$ cat config.mk
export PLATFORM = sky130hd
export DESIGN_NAME = dbg_av_uart_tx
export DESIGN_NICKNAME = d
export VERILOG_FILES = /design/src/rtl/dbg_av_uart_tx_pkg.sv /design/src/rtl/dbg_av_uart_tx_fifo.sv /design/src/rtl/dbg_av_uart_tx.sv
export SDC_FILE = /design/constraint.sdc
export NUM_CORES = 1
export LEC_CHECK = 0
export ABC_CLOCK_PERIOD_IN_PS = 4700
export CAP_MARGIN = 20
export CORE_MARGIN = 2
export CORE_UTILIZATION = 40
export CTS_BUF_LIST = sky130_fd_sc_hd__clkbuf_2 sky130_fd_sc_hd__clkbuf_4 sky130_fd_sc_hd__clkbuf_8
export DETAILED_ROUTE_END_ITERATION = 10
export MAX_ROUTING_LAYER = met4
export PLACE_DENSITY_LB_ADDON = 0.05
export SYNTH_ARGS = -nofsm -noshare
export SYNTH_HDL_FRONTEND = slang
export SYNTH_SLANG_ARGS = --single-unit
$ cat constraint.sdc
create_clock -name sysclk -period 4.7 [get_ports sysclk]
set_clock_uncertainty 0.1 [all_clocks]
set_input_delay 0.47 -clock sysclk [delete_from_list [all_inputs] [get_ports sysclk]]
set_output_delay 0.47 -clock sysclk [all_outputs]
set_load 0.005 [all_outputs]
$ cat src/rtl/dbg_av_uart_tx_pkg.sv
// Shared constants and TX state encoding for the debug Avalon-MM UART transmitter.
// The PARITY state exists only when DBG_UART_PARITY_EN is defined.
package dbg_av_uart_tx_pkg;

  localparam logic [15:0] DBG_UART_ADDR_WORD = 16'h0000;
  localparam logic [15:0] DBG_UART_ADDR_BYTE = 16'h0001;
  localparam int          DBG_UART_ENTRY_W   = 17;

`ifdef DBG_UART_PARITY_EN
  typedef enum logic [2:0] {
    TX_IDLE, TX_START, TX_DATA, TX_PARITY, TX_STOP
  } tx_state_t;
`else
  typedef enum logic [2:0] {
    TX_IDLE, TX_START, TX_DATA, TX_STOP
  } tx_state_t;
`endif

endpackage

$ cat src/rtl/dbg_av_uart_tx_fifo.sv
// Single-clock FIFO with registered occupancy; head entry is visible on o_dout while non-empty.
module dbg_sync_fifo #(
  parameter int WIDTH = 17,
  parameter int DEPTH = 16
) (
  input  logic                     i_clk,
  input  logic                     i_rst,
  input  logic                     i_push,
  input  logic                     i_pop,
  input  logic [WIDTH-1:0]         i_din,
  output logic [WIDTH-1:0]         o_dout,
  output logic                     o_full,
  output logic                     o_empty,
  output logic [$clog2(DEPTH):0]   o_count
);

  localparam int AW    = $clog2(DEPTH);
  localparam int CNT_W = AW + 1;
  localparam logic [CNT_W-1:0] CNT_ONE  = CNT_W'(1);
  localparam logic [CNT_W-1:0] CNT_FULL = CNT_W'(DEPTH);
  localparam logic [AW-1:0]    PTR_ONE  = AW'(1);

  logic [WIDTH-1:0] r_mem [DEPTH];
  logic [AW-1:0]    r_wptr;
  logic [AW-1:0]    r_rptr;
  logic [CNT_W-1:0] r_count;
  logic             w_do_push;
  logic             w_do_pop;

  assign o_full    = (r_count == CNT_FULL);
  assign o_empty   = (r_count == '0);
  assign o_count   = r_count;
  assign o_dout    = r_mem[r_rptr];
  assign w_do_push = i_push && !o_full;
  assign w_do_pop  = i_pop && !o_empty;

  always_ff @(posedge i_clk) begin
    if (i_rst) begin
      r_wptr  <= '0;
      r_rptr  <= '0;
      r_count <= '0;
    end else begin
      if (w_do_push) r_wptr <= r_wptr + PTR_ONE;
      if (w_do_pop)  r_rptr <= r_rptr + PTR_ONE;
      case ({w_do_push, w_do_pop})
        2'b10:   r_count <= r_count + CNT_ONE;
        2'b01:   r_count <= r_count - CNT_ONE;
        default: r_count <= r_count;
      endcase
    end
  end

  always_ff @(posedge i_clk) begin
    if (w_do_push) r_mem[r_wptr] <= i_din;
  end

endmodule

$ cat src/rtl/dbg_av_uart_tx.sv
// Avalon-MM write-only UART transmitter for debug output: word/byte entries queued in a FIFO.
// Define DBG_UART_PARITY_EN to add an even-parity bit after the data bits.
module dbg_av_uart_tx
  import dbg_av_uart_tx_pkg::*;
#(
  parameter int BAUD_DIV   = 434,
  parameter int FIFO_DEPTH = 16
) (
  input  logic                          sysclk,
  input  logic                          sysreset,
  input  logic [15:0]                   av_address,
  input  logic [15:0]                   av_writedata,
  input  logic                          av_write,
  output logic                          av_waitrequest,
  output logic                          uart_tx,
  output logic                          tx_busy,
  output logic [$clog2(FIFO_DEPTH):0]   fifo_count
);

  localparam logic [15:0] BAUD_RELOAD = 16'(BAUD_DIV - 1);

  logic                        w_addr_ok;
  logic                        w_push;
  logic                        w_pop;
  logic                        w_full;
  logic                        w_empty;
  logic [DBG_UART_ENTRY_W-1:0] w_din;
  logic [DBG_UART_ENTRY_W-1:0] w_head;

  assign w_addr_ok      = (av_address == DBG_UART_ADDR_WORD) || (av_address == DBG_UART_ADDR_BYTE);
  assign w_push         = av_write && !w_full && w_addr_ok && !sysreset;
  assign w_din          = {(av_address == DBG_UART_ADDR_WORD), av_writedata};
  assign av_waitrequest = w_full;

  dbg_sync_fifo #(
    .WIDTH (DBG_UART_ENTRY_W),
    .DEPTH (FIFO_DEPTH)
  ) u_fifo (
    .i_clk   (sysclk),
    .i_rst   (sysreset),
    .i_push  (w_push),
    .i_pop   (w_pop),
    .i_din   (w_din),
    .o_dout  (w_head),
    .o_full  (w_full),
    .o_empty (w_empty),
    .o_count (fifo_count)
  );

  tx_state_t   r_state;
  tx_state_t   w_next;
  logic [15:0] r_baud;
  logic [2:0]  r_bit;
  logic [7:0]  r_shift;
  logic [7:0]  r_lo;
  logic        r_pend;
  logic        w_bit_done;
  logic        w_load;
  logic [7:0]  w_load_byte;
  logic [7:0]  w_load_lo;
  logic        w_load_pend;
  logic        w_tx;

  assign w_bit_done = (r_baud == 16'd0);
  assign uart_tx    = w_tx;
  assign tx_busy    = !w_empty || (r_state != TX_IDLE);

  // Word entries send the high byte first and park the low byte in r_lo.
  always_comb begin
    w_next      = r_state;
    w_pop       = 1'b0;
    w_load      = 1'b0;
    w_load_byte = r_lo;
    w_load_lo   = r_lo;
    w_load_pend = 1'b0;
    w_tx        = 1'b1;
    case (r_state)
      TX_IDLE: begin
        if (!w_empty) begin
          w_pop  = 1'b1;
          w_load = 1'b1;
          w_next = TX_START;
          if (w_head[16]) begin
            w_load_byte = w_head[15:8];
            w_load_lo   = w_head[7:0];
            w_load_pend = 1'b1;
          end else begin
            w_load_byte = w_head[7:0];
          end
        end
      end
      TX_START: begin
        w_tx = 1'b0;
        if (w_bit_done) w_next = TX_DATA;
      end
      TX_DATA: begin
        w_tx = r_shift[r_bit];
        if (w_bit_done && (r_bit == 3'd7)) begin
`ifdef DBG_UART_PARITY_EN
          w_next = TX_PARITY;
`else
          w_next = TX_STOP;
`endif
        end
      end
`ifdef DBG_UART_PARITY_EN
      TX_PARITY: begin
        w_tx = ^r_shift;
        if (w_bit_done) w_next = TX_STOP;
      end
`endif
      TX_STOP: begin
        if (w_bit_done) begin
          if (r_pend) begin
            w_next = TX_START;
            w_load = 1'b1;
          end else begin
            w_next = TX_IDLE;
          end
        end
      end
      default: w_next = TX_IDLE;
    endcase
  end

  always_ff @(posedge sysclk) begin
    if (sysreset) begin
      r_state <= TX_IDLE;
      r_baud  <= 16'd0;
      r_bit   <= 3'd0;
      r_pend  <= 1'b0;
    end else begin
      r_state <= w_next;
      if ((r_state == TX_IDLE) || w_bit_done) r_baud <= BAUD_RELOAD;
      else                                    r_baud <= r_baud - 16'd1;
      if (r_state != TX_DATA) r_bit <= 3'd0;
      else if (w_bit_done)    r_bit <= r_bit + 3'd1;
      if (w_load) r_pend <= w_load_pend;
    end
  end

  always_ff @(posedge sysclk) begin
    if (w_load) begin
      r_shift <= w_load_byte;
      r_lo    <= w_load_lo;
    end
  end

endmodule

==> impl_metrics.tcl <==
set metrics [dict create \
    cts_buffers 55 \
    fillers 2782 \
    holdPathEnd "r_baud[0]" \
    r2r_cells 13 \
    yosys.area.top_type "edfxtp_1" \
    synth_edf_count 288 \
    wire_per_inst_um 22.7 \
    setup_ws_ns 1.31 \
    cts_setup_buffers 0 \
    layout-drive-gt1-share_pct 25.9 \
    seq_area_um2 9430 \
    finalSetupTns_ns 0 \
    clockBufferDepth 3 \
    ys_ff_latch 327 \
    syn_area_per_cell_um2 18.1 \
    path_max_fanout 14 \
    root_buffer "clkbuf_8" \
    fin_area_um2 15200 \
    power_mw 7.33 \
    drv_slew 0 \
    drt_wl_total_um 29400 \
    period_minus_slack_ns 3.39 \
    multi_input_area_um2 3430 \
    core-area_um2 32300 \
    clk_latency_ns 0.61 \
    fmax_mhz 295 \
    synth_nets 771 \
    crit_chain "nor2_1, nand2_1, o21ai_0, buf_4, inv_1, ha_1, xor2_1, ha_1, a21boi_0, o221ai_1, a21o_1, nand3b_1, mux2_2" \
    cpPeakStageDelay_ns 0.48 \
    yosys.area_share.simple_pct 5.30 \
    grt_use_total_pct 18.5 \
    slowest_stage "dfxtp_1" \
    synth_top_family_by_area "multiplexers" \
    ctsHtreeMaxLevel 2 \
    rows 66 \
    place_congestion 0.731 \
    worstMarginPinSlew_ns 1.03 \
    grt_pass1_wl_um 44300 \
    n_antenna_cell 0 \
    area_growth_pct 16.7 \
    finalSetupViolCount 0 \
    initial_core_util_pct 40.3 \
    crit_top_cell "ha_1" \
    drc 0 \
    ys_async_sr_fraction_pct 0 \
    r2r_start "u_fifo.o_count[1]" \
    cp-end-kind "register" \
    cts_hold_buf 0 \
    cts-resized-gates 0 \
    ir_drop_mv 0.218 \
    ys_seq_area_share_pct 72.4 \
    drtPass1Iterations 4 \
    cts_sinks 327 \
    port_buffers 42 \
    hpwl_um 17000 \
    die_h_um 184 \
    dpl_worst_slack_ns 0.994 \
    power_per_cell_area_nw_per_um2 483 \
    ys_types 46 \
    drt_iter0_markers 413 \
    yosys.area_share.xor_xnor_pct 1.35 \
    utilization_pct 47.0 \
    rsz0062_at_grt "no" \
    required_ns 5.06 \
    post-route-period-util_pct 72.2 \
    dieArea_um2 34000 \
    syn_area_um2 13000 \
    fin_cells 1295 \
    boundaryPins 43 \
    syn_inst 720 \
    path_class "reg2reg" \
    whs_path_depth 1 \
    grt_pass1_vias 7182 \
    status "complete, no violations" \
    hold_start "r_baud[0]" \
    ant_nets 0 \
    synthMuxAreaShare_pct 13.9 \
    rrSetupSlack_ns 1.31 \
    grt_antenna_before_repair 0 \
    dp_cells 1198 \
    hold_class "reg2reg" \
    synthAdderAreaFrac_pct 1.54 \
    cts_tree "yes" \
    fp.dieW_um 184 \
    worst_hold_slack_ns 0.402 \
    maxCapViolations 0 \
    grt_start_max_net_pins 42 \
    hold_violations 0 \
    yosysWarnings 0 \
    viasPerCell 5.24 \
    synth-compound-area-share_pct 3.65 \
    vias 6791 \
    synth_area_leaders "edfxtp_1 (66%), mux4_2 (12%), dfxtp_1 (6.0%)" \
    leakage_nw 4.76 \
    crit_arrival_ns 3.75 \
    cts.reportedPaths.clkPinSlew_ns 0.05 \
    ys.flop_type "edfxtp_1" \
    r2r_end "u_fifo.o_count[4]" \
    globalRoute.totalOverflow 0 \
    num-nets-final 864 \
    synth_top_area_share_pct 66.4 \
    max-slew-margin-rel_pct 31.0 \
    dpl_cell_area_um2 14100 \
    startpoint_type "register" \
]
cell usage after synthesis (4+ instances only):
cell / number
a21oi_1: 32
inv_1: 21
nor3_1: 5
xnor2_1: 13
nand3_1: 6
nand2_1: 37
a22oi_1: 16
mux2i_1: 13
clkbuf_1: 17
or4_1: 4
mux4_2: 70
o211ai_1: 8
ha_1: 16
or3_1: 4
buf_2: 14
nor2_1: 41
nor4_1: 18
dfxtp_1: 39
o21ai_0: 4
xor2_1: 7
mux2_2: 9
edfxtp_1: 288
cell families (layout without fill, tap and decap cells):
kind of cell               Yosys count  after routing
muxes                               92             92
DFF                                327            327
adders and majority gates           16             16
AOI/OAI and AO/OA                   73             73
and+or+nand+nor                    135            135
buffers and inverters               57            190
xor gates and xnor gates            20             20
critical path, delay by kind of cell (launching register included):
kind            cells  cell delay [ns]
mux                 1             0.33
simple gates        3             0.31
flops               1             0.48
compound gates      4             0.67
xor+xnor            1             0.19
fa+ha+maj           2             0.63
buf+inv             2             0.56
routing by layer:
| layer | GRT usage [%] | wire length, um | up-vias |
|---|---|---|---|
| li1 | - | - | 3067 |
| met1 | 24.5 | 12900 | 3496 |
| met2 | 29.5 | 14300 | 174 |
| met3 | 3.28 | 1560 | 54 |
| met4 | 5.47 | 687 | 0 |
| met5 | - | 0 | - |
state kept, by name (all words and copies together) (netlist names), named ones only:
signal and cells:
r_state 2, r_baud 16, u_fifo.o_count 5, r_shift 8
u_fifo.r_rptr 4, r_bit 3, r_pend 1, u_fifo.r_mem 272
r_lo 8, u_fifo.r_wptr 4
power breakdown:
part / internal, mW / leakage (nW) / total [mW] / switching (mW)
Combinational: 0.690 / 1.32 / 1.43 / 0.737
Sequential: 3.34 / 2.89 / 3.51 / 0.171
Clock: 1.31 / 0.552 / 2.40 / 1.09
Total: 5.34 / 4.76 / 7.33 / 2.00
cell usage in the layout, fill, tap and decap left out, drive strengths merged, types with 7 or more instances in the layout:
cell type and instances:
a21oi 32, a22oi 16, buf 30, clkbuf 76, clkdlybuf4s50 42, clkinv 17, dfxtp 39, edfxtp 288
ha 16, inv 22, mux2 9, mux2i 13, mux4 70, nand2 38, nor2 41, nor4 19
o211ai 8, xnor2 13, xor2 7
layout make-up:
type / instances / share of cell area, %
Clock buffer: 76 / 6.02
Tap cell: 442 / 3.64
Sequential cell: 327 / 62.1
Clock inverter: 21 / 0.865
Multi-Input combinational cell: 336 / 22.6
Inverter: 21 / 0.519
Timing Repair Buffer: 72 / 4.25
worst max-delay path by stage:
stage / startpoint / to / slack [ns]
after CTS: u_fifo.o_count[2] / u_fifo.o_count[4] / 1.25
after global placement: av_address[9] / u_fifo.o_count[4] / 1.12
after detailed placement: av_address[9] / u_fifo.o_count[4] / 0.99
after floorplan: av_address[5] / u_fifo.r_mem[4][0] / 1.0
after global routing: r_state[0] / u_fifo.o_count[4] / 1.03
final: u_fifo.o_count[1] / u_fifo.o_count[4] / 1.31
Note: power is estimated with default switching activity, not from simulation.
==> patch (same flow settings) <==
Make the reset (`i_rst` and `sysreset`) asynchronous in 2 clocked blocks.
--- a/src/rtl/dbg_av_uart_tx_fifo.sv
+++ b/src/rtl/dbg_av_uart_tx_fifo.sv
@@ -34,7 +34,7 @@
   assign w_do_push = i_push && !o_full;
   assign w_do_pop  = i_pop && !o_empty;
 
-  always_ff @(posedge i_clk) begin
+  always_ff @(posedge i_clk or posedge i_rst) begin
     if (i_rst) begin
       r_wptr  <= '0;
       r_rptr  <= '0;
--- a/src/rtl/dbg_av_uart_tx.sv
+++ b/src/rtl/dbg_av_uart_tx.sv
@@ -123,7 +123,7 @@
     endcase
   end
 
-  always_ff @(posedge sysclk) begin
+  always_ff @(posedge sysclk or posedge sysreset) begin
     if (sysreset) begin
       r_state <= TX_IDLE;
       r_baud  <= 16'd0;
Check against the original RTL: differs if sysreset is asserted again (counterexample within 4 cycles, from zero or initial values and one cycle with sysreset high); with sysreset held inactive, the same outputs for 10 cycles.
==> patch against the unedited design <==
  * Wire length increased by 0.15%
  * Worst setup slack got worse by 0.34 ns
  * Design area increased by 0.44%
  * Sequential cell count down 4
  * Area after synthesis up 0.98%
Power is not compared: it rests on default switching activity, and its combinational part moved more than twofold at a synthesized area within 25%.
==> patch: results (changes against the unedited design) <==
Place
  – Placed Cells incl. Taps: 1176 (was 1198)
  – GP Congestion: 0.759 (was 0.731)
  – Worst Setup Slack post-DPL: 0.713 ns (was 0.994 ns)

Logic synthesis
  – Cell types occupying the most area after synthesis: sky130_fd_sc_hd__edfxtp_1 (66%), sky130_fd_sc_hd__mux4_2 (12%), sky130_fd_sc_hd__dfrtp_1 (6.7%), sky130_fd_sc_hd__ha_1 (1.5%), sky130_fd_sc_hd__xnor2_1 (1.1%) (was sky130_fd_sc_hd__edfxtp_1 (66%), sky130_fd_sc_hd__mux4_2 (12%), sky130_fd_sc_hd__dfxtp_1 (6.0%), sky130_fd_sc_hd__ha_1 (1.5%), sky130_fd_sc_hd__a21oi_1 (1.2%))
  – Share of the yosys chip area belonging to registers: 0.725 (was 0.724)
  – Post-synthesis share of cell area spent on full adders, half adders and majority gates: 0.0152 (was 0.0154)
  – FFs w/ async S/R, synth: 0.108 (was 0)
  – Parity-gate share of the synthesized area counting xor and xnor cells: 0.0167 (was 0.0135)
  – Gate count of the mapped netlist: 689 (was 720)

Global routing
  – Pin count of the biggest net entering global routing: 43 (was 42)
  – Met3 track demand over resource in global routing: 0.0315 (was 0.0328)
  – Global-route wire length before repair: 44.2 mm (was 44.3 mm)

Critical path
  – Reg2reg setup slack: 0.97 ns (was 1.31 ns)
  – Slowest CP cell: sky130_fd_sc_hd__dfrtp_1 (was sky130_fd_sc_hd__dfxtp_1)
  – Launch point of the worst reg-to-reg path: u_fifo.o_count[1]$_DFFE_PP0P_ (was u_fifo.o_count[1]$_SDFFE_PP0P_)
  – Family of cells with the greatest summed delay on the critical path: simple AND/OR/NAND/NOR gates (was compound AO/OA/AOI/OAI gates)
  – End of the worst register-to-register path: u_fifo.o_count[4]$_DFFE_PP0P_ (was u_fifo.o_count[4]$_SDFFE_PP0P_)

Clock tree
  – Clock insertion delay at the later pin of the skew report: 0.58 ns (was 0.61 ns)
  – TritonCTS buffer count: 54 (was 55)

Routing
  – DRT iter0 DRCs: 457 (was 413)
  – Vias after detailed routing: 6710 (was 6791)
  – Total wirelength of the detailed-routed design: 29.5 mm (was 29.4 mm)

Finish
  – Relative area change from synthesis to final layout: 16.1% (was 16.7%)
  – Non-filler cells in the finished layout: 1278 (was 1295)

Outcome
  – Result of the run: finished clean (unchanged)
-- patch: cell count changes after synthesis, sizes merged, moves of 10 or more --
cell,change
dfxtp,-39
dfrtp,+35
and2,+13
nor2,-13
nor4,-13
clkbuf,-10
-- patch: worst min path at each step --
stage          cells past startpoint           startpoint  slack, ns                             to
3_5_place_dp                       1  r_baud[0]$_DFF_PP0_       0.42            r_baud[0]$_DFF_PP0_
2_1_floorplan                      1  r_baud[0]$_DFF_PP0_       0.37            r_baud[0]$_DFF_PP0_
5_1_grt                            2             sysreset       0.14  u_fifo.o_count[4]$_DFFE_PP0P_
3_3_place_gp                       1  r_baud[0]$_DFF_PP0_       0.40            r_baud[0]$_DFF_PP0_
4_1_cts                            2             sysreset       0.11  u_fifo.o_count[4]$_DFFE_PP0P_
6_report                           2             sysreset       0.14  u_fifo.o_count[4]$_DFFE_PP0P_
-- patch: routing by layer --
metal / vias up / wire length, µm
met1: 3529 / 13000
met3: 46 / 1460
li1: 2972 / -
met5: - / 0
met4: 0 / 746
met2: 163 / 14300
-- patch: kinds of logic (layout without fill, tap and decap cells) --
| family | Yosys count | in the layout |
|---|---|---|
| xor gates and xnor gates | 25 | 25 |
| DFF | 323 | 323 |
| adders and majority gates | 16 | 16 |
| AOI/OAI and AO/OA | 73 | 73 |
| muxes | 82 | 82 |
| and+or+nand+nor | 126 | 126 |
| buffers and inverters | 44 | 191 |
-- patch: final cells by class --
| type | instances | area share |
|---|---|---|
| multi-input cells | 322 | 0.222 |
| well taps | 442 | 0.0362 |
| clock buffers | 73 | 0.0585 |
| repair buffers | 78 | 0.0455 |
| inverters | 12 | 0.00295 |
| flip-flops and latches | 323 | 0.625 |
| clock inverters | 28 | 0.0102 |
